**src/rtl/snl_game_engine.sv**
```systemverilog
// snl_game_engine: N-player Snakes and Ladders turn engine.
// LFSR dice, exact landing, fixed jump table, sticky winner.
module snl_game_engine #(
  parameter int NUM_PLAYERS = 4,
  parameter int BOARD_MAX = 100,
  parameter int POS_W = 7,
  parameter logic [7:0] LFSR_SEED = 8'hA5,
  localparam int PID_W = (NUM_PLAYERS < 2) ? 1 : $clog2(NUM_PLAYERS)
) (
  input  logic                         clk,
  input  logic                         reset,
  input  logic                         roll,
  output logic                         roll_ready,
  input  logic                         dice_ovr_en,
  input  logic [2:0]                   dice_ovr,
  output logic [2:0]                   dice_value,
  output logic [PID_W-1:0]             active_player,
  output logic                         move_done,
  output logic [PID_W-1:0]             move_player,
  output logic [NUM_PLAYERS*POS_W-1:0] positions,
  output logic                         game_over,
  output logic [PID_W-1:0]             winner_id
);

  typedef enum logic [1:0] {
    S_IDLE,
    S_ROLLED,
    S_COMMIT,
    S_OVER
  } state_t;

  state_t           state;
  logic [7:0]       lfsr;
  logic             lfsr_fb;
  logic [2:0]       dice_raw;
  logic [2:0]       dice_sel;
  logic             ovr_ok;
  logic             accept;
  logic             win;
  logic [PID_W-1:0] mover_id;
  logic [PID_W-1:0] next_player;
  logic [POS_W-1:0] pos_q [NUM_PLAYERS];
  logic [POS_W-1:0] cur_pos;
  logic [POS_W-1:0] target_d;
  logic [POS_W-1:0] target_q;
  logic [POS_W:0]   sum;

  function automatic logic [POS_W-1:0] jump(input logic [POS_W-1:0] sq);
    case (int'(sq))
      27:      jump = POS_W'(1);
      39:      jump = POS_W'(3);
      51:      jump = POS_W'(19);
      3:       jump = POS_W'(22);
      5:       jump = POS_W'(8);
      11:      jump = POS_W'(26);
      default: jump = sq;
    endcase
  endfunction

  assign lfsr_fb  = lfsr[7] ^ lfsr[5] ^ lfsr[4] ^ lfsr[3];
  assign dice_raw = 3'(lfsr % 8'd6) + 3'd1;
  assign ovr_ok   = dice_ovr_en &&
                    (dice_ovr >= 3'd1) &&
                    (dice_ovr <= 3'd6);
  assign dice_sel = ovr_ok ? dice_ovr : dice_raw;

  assign roll_ready = (state == S_IDLE) && !reset;
  assign accept     = roll && roll_ready;

  // Overshoot keeps the square; the jump table is consulted once only.
  assign cur_pos  = pos_q[mover_id];
  assign sum      = {1'b0, cur_pos} + (POS_W+1)'(dice_value);
  assign target_d = (sum > (POS_W+1)'(BOARD_MAX)) ?
                    cur_pos : jump(sum[POS_W-1:0]);
  assign win      = (target_q == POS_W'(BOARD_MAX));

  assign next_player =
    (active_player == PID_W'(NUM_PLAYERS-1)) ?
    '0 : active_player + 1'b1;

  for (genvar p = 0; p < NUM_PLAYERS; p++) begin : g_pos
    assign positions[p*POS_W +: POS_W] = pos_q[p];
  end

  always_ff @(posedge clk or posedge reset) begin
    if (reset) begin
      state         <= S_IDLE;
      lfsr          <= LFSR_SEED;
      dice_value    <= '0;
      mover_id      <= '0;
      target_q      <= '0;
      active_player <= '0;
      move_done     <= 1'b0;
      move_player   <= '0;
      game_over     <= 1'b0;
      winner_id     <= '0;
      for (int p = 0; p < NUM_PLAYERS; p++) pos_q[p] <= '0;
    end else begin
      lfsr      <= {lfsr[6:0], lfsr_fb};
      move_done <= 1'b0;
      unique case (state)
        S_IDLE: begin
          if (accept) begin
            dice_value <= dice_sel;
            mover_id   <= active_player;
            state      <= S_ROLLED;
          end
        end
        S_ROLLED: begin
          target_q <= target_d;
          state    <= S_COMMIT;
        end
        S_COMMIT: begin
          pos_q[mover_id] <= target_q;
          move_done       <= 1'b1;
          move_player     <= mover_id;
          if (win || dice_value != 3'd6)
            active_player <= next_player;
          if (win) begin
            game_over <= 1'b1;
            winner_id <= mover_id;
            state     <= S_OVER;
          end else begin
            state <= S_IDLE;
          end
        end
        S_OVER: state <= S_OVER;
        default: state <= S_IDLE;
      endcase
    end
  end

endmodule

```
**config.mk**
```make
export PLATFORM = sky130hd
export DESIGN_NAME = snl_game_engine
export DESIGN_NICKNAME = d
export VERILOG_FILES = /design/src/rtl/snl_game_engine.sv
export SDC_FILE = /design/constraint.sdc
export NUM_CORES = 1
export LEC_CHECK = 0
export BUFFER_PORTS_ARGS = -buffer_cell sky130_fd_sc_hd__buf_2
export CORE_MARGIN = 2
export CORE_UTILIZATION = 40
export DETAILED_ROUTE_END_ITERATION = 12
export PLACE_DENSITY = 0.61
export SLEW_MARGIN = 20
export SYNTH_ARGS = -nofsm -noshare
export SYNTH_HDL_FRONTEND = slang
export SYNTH_SLANG_ARGS = --single-unit
```
**constraint.sdc**
```tcl
create_clock -name clk -period 3.55 [get_ports clk]
set_input_delay 1.065 -clock clk [delete_from_list [all_inputs] [get_ports clk]]
set_output_delay 1.065 -clock clk [all_outputs]
set_load 0.02 [all_outputs]
```
==> metrics list <==
- Status: complete, no violations
- The layout has roughly 760 filler cells.
- Final clock period utilization by the worst path: 95.95%
* RSZ-0062 raised after global routing: no
- The clock drives 58 sinks.
* Post-synthesis register bit count: 58
* Clock period minus final worst setup slack: 3406 ps
- At the end of routability-driven placement, the weighted congestion stood at roughly 0.98.
- Standard-cell rows: 33
- Across the whole layout, storage elements account for 0.001458 mm^2.
- Area of the core: 0.008217 mm^2
- The initial antenna violation count came to 0.
* Beginning of the worst hold path: lfsr[5]
- Largest clock skew in the final design: 7.642 ps
* Remaining Overflow, GRT: 0
* Power share of the sequential group: 25.4%
* Fraction of layout cells with a size suffix above 1: a little under two fifths
- In the global route stage, overall resource usage came out at 19.70%.
- After legalization and detailed placement, the total HPWL measured 6060 um.
- Total design power: 4.308 mW
- In this run, synthesis inferred 0 flip-flops with an integrated enable.
- Sum of routed wire length over all layers: roughly 8300 um
* Worst reg2reg path endpoint: target_q[2]
- The number of clock buffers added by TritonCTS is 9.
- Source-to-sink clock delay at the later pin of the worst-skew pair: 330 ps
* VDD IR-drop max: 529.9 uV
- Wire length per cell: 16.96 um
- Dividing total power by cell area gives a power density of 1064 mW/mm^2.
* Sequential cell area fraction in the yosys report: 42.95%
* Minimum setup slack among reg-to-reg paths: around 140 ps
* Drt drc: 0
- Tracing the worst setup path back leads to its startpoint at mover_id[0].
- The critical path is of the reg -> reg type.
- Placed Area: between 0.003 and 0.004 mm^2
- The net count of the finished layout is 394.
- The root buffer cell chosen for the clock tree is clkbuf_8.
- First-pass GRT wire length: around 14000 um
- Slew margin rel.: 48.69%
- Most common library cell in the layout ignoring fill and taps: dfrtp_1
- The worst setup path is launched from a register.
- In this run the cell area of the synthesized design comes to 0.003391 mm^2.
- Chip width: 96.07 um
- The final number of max-transition violations was 0.
* Yosys warns: 0
- Summing all multi-input logic gate instances after layout gives between 0.0015 and 0.002 mm^2.
- Count of cells along the worst register-to-register path: 12
- The pre-antenna-repair detailed-routing pass consisted of 7 iterations.
- Net switching is approximately 46% of the power.
- Timing would allow up to 0.2936 GHz.
* NetSw: 1.974 mW
- The cell count after synthesis came out at 322.
- Using the TritonRoute via totals, the vias-per-cell ratio works out to 5.621.
- Syn_nets: 335
* Final sum of negative setup slack: 0 ps
- Once the floorplan was initialized, standard cells occupied 41.27% of the core.
* Count of antenna-violating nets left after detailed routing: 0
- The most critical setup path has its endpoint at target_q[2].
- Endpoint class of the critical path: register
- FFs w/ async S/R, synth: 100.0%
* Area of the die: just over 0.009 mm^2
- Data on the critical path arrives at its endpoint at 3600 ps.
- Die boundary height: 96.07 um
- The count of buffers added on input and output ports is between 40 and 50.
* Portion of total power attributed to the clock network: between 10% and 20%
- Entering global routing, the biggest net connects 38 pins.
- Path class of the lowest-slack min-delay path: reg -> reg
- Number of setup violations in the final report: 0
* Data required time at the worst endpoint: roughly 3800 ps
- Share of total power in combinational logic: 62.5%
* Initial DRC Count: 149
* Mapped Avg Cell Area: 10.53 um^2
* Number of levels in the clock H-tree: 3
- Count of cell types in the netlist: 58
- The number of global-route vias before repair came to between 2000 and 3000.
* Post-route standard cell area excluding fillers: 0.004050 mm^2
* Internal Pwr Total: approximately 2.3 mW
* Vias: 2760
- Share of the core filled with cells: 49.29%
- Compared with the post-synthesis result, the final layout area differs by 19.45%.
- The longest clock path from root to sink contains 2 buffers.
- The final number of hold-violating endpoints is 0.
- The worst register-to-register path begins at mover_id[0].
- Of all nets on the critical path, the largest fanout is 5.
* Number of placed I/O pins: 47
- Final antenna diode count: 0
- Top library cells by usage in the layout, fill and taps aside: 53 x dfrtp_1, 46 x buf_2, 36 x mux2_2
* Post-CTS clock slew at the launch and capture registers of the worst setup and hold paths: around 70 ps
- TritonCTS built the clock tree.
- Leading register cell type out of synthesis: dfrtp_1
* Slew at the pin closest to its max-slew limit: 768.5 ps
- # Max-Cap Violations: 0
- P_leak: 1.804 nW
[per-stage QoR]
| step | hold slack (ps) | setup slack [ps] | cells |
|---|---|---|---|
| floorplan | 387.9 | 32.93 | 322 |
| global placement | 411.8 | 26.11 | 473 |
| detailed placement | 414.3 | 42.80 | 473 |
| CTS | 425.8 | 23.94 | 489 |
| global route | 434.0 | 8.196 | 491 |
| finish | 426.6 | 143.8 | 491 |
[final cells by class]
cell class              count  area share, %
clock buffers              13          3.676
clock inverters             3         0.3707
flip-flops and latches     58          35.99
inverters                   8         0.7414
well taps                 105          3.244
multi-input cells         241          47.14
repair buffers             63          8.835
[metal layers]
metal | routed length (um) | GRT usage [%] | up-vias
li1 | - | - | 1299
met1 | 4006 | 28.00 | 1353
met2 | 3802 | 29.05 | 97
met3 | 369 | 3.915 | 11
met4 | 148 | 8.810 | 0
met5 | 0 | 0 | -
[what timing repair did]
action,4_1_cts,5_1_grt
resized for setup,1,13
setup buffers,0,2
hold buffers,0,0
pin swaps,0,6
setup endpoints to repair,1,5
[how the worst min path moves through the flow]
| stage | endpoint | slack, ps | cells past startpoint |
|---|---|---|---|
| 4_1_cts | lfsr[6] | 430 | 0 |
| 2_1_floorplan | lfsr[3] | 390 | 0 |
| 5_1_grt | lfsr[6] | 430 | 0 |
| 6_report | lfsr[6] | 430 | 0 |
| 3_5_place_dp | lfsr[6] | 410 | 0 |
| 3_3_place_gp | lfsr[6] | 410 | 0 |
[synthesized netlist by cell type (3+ instances only)]
| cell | count | share of area [%] |
|---|---|---|
| dfrtp_1 | 54 | 40 |
| mux2_2 | 36 | 12 |
| nand2_1 | 31 | 3.4 |
| nor2_1 | 27 | 3.0 |
| a21oi_1 | 19 | 2.8 |
| o21ai_0 | 17 | 2.5 |
| xnor2_1 | 10 | 2.6 |
| inv_1 | 8 | 0.89 |
| mux2i_1 | 8 | 2.4 |
| nand2b_1 | 8 | 1.5 |
| nand3_1 | 8 | 1.2 |
| nor3_1 | 8 | 1.2 |
| clkbuf_1 | 7 | 0.78 |
| mux4_2 | 6 | 4.0 |
| ha_1 | 5 | 1.8 |
| a211oi_1 | 4 | 0.89 |
| a31oi_1 | 4 | 0.74 |
| buf_2 | 4 | 0.59 |
| dfstp_2 | 4 | 3.1 |
| o22ai_1 | 4 | 0.74 |
| nor2b_1 | 3 | 0.55 |
| o31a_1 | 3 | 0.78 |
[state kept, by name, summed over array words and instances, names as in the netlist]
name / count
move_player: 2
move_done: 1
target_q: 7
dice_value: 3
winner_id: 2
mover_id: 2
state: 2
positions: 28
active_player: 2
game_over: 1
lfsr: 8
[cells by family after synthesis]
kind of cell	count (synthesis)	share of synthesized area [%]
muxes	52	19.74
adders and majority gates	6	2.435
DFF	58	42.95
buffers and inverters	23	3.137
and+or+nand+nor	98	13.91
AOI/OAI and AO/OA	73	14.28
xor gates and xnor gates	12	3.542
[power groups by stage]
| stage | registers, mW | clock network [mW] | logic [mW] |
|---|---|---|---|
| floorplan | 1.23 | 0 | 1.56 |
| global placement | 1.09 | 0 | 2.38 |
| detailed placement | 1.10 | 0 | 2.39 |
| CTS | 1.09 | 0.539 | 2.41 |
| global route | 1.13 | 0.571 | 2.92 |
| finish | 1.10 | 0.521 | 2.69 |
[worst max-delay path, cell delays in order (launching register included)]
cell      delay [ps]
dfrtp_2          410
buf_4            140
mux4_2           520
ha_1             340
a21oi_2          220
and2_1           260
a211oi_1          80
or4_4            510
o32ai_4          290
nor2_4            90
buf_4            150
a211oi_2         210
a211oi_1          70
No activity file was read; power rests on OpenSTA's default activity.
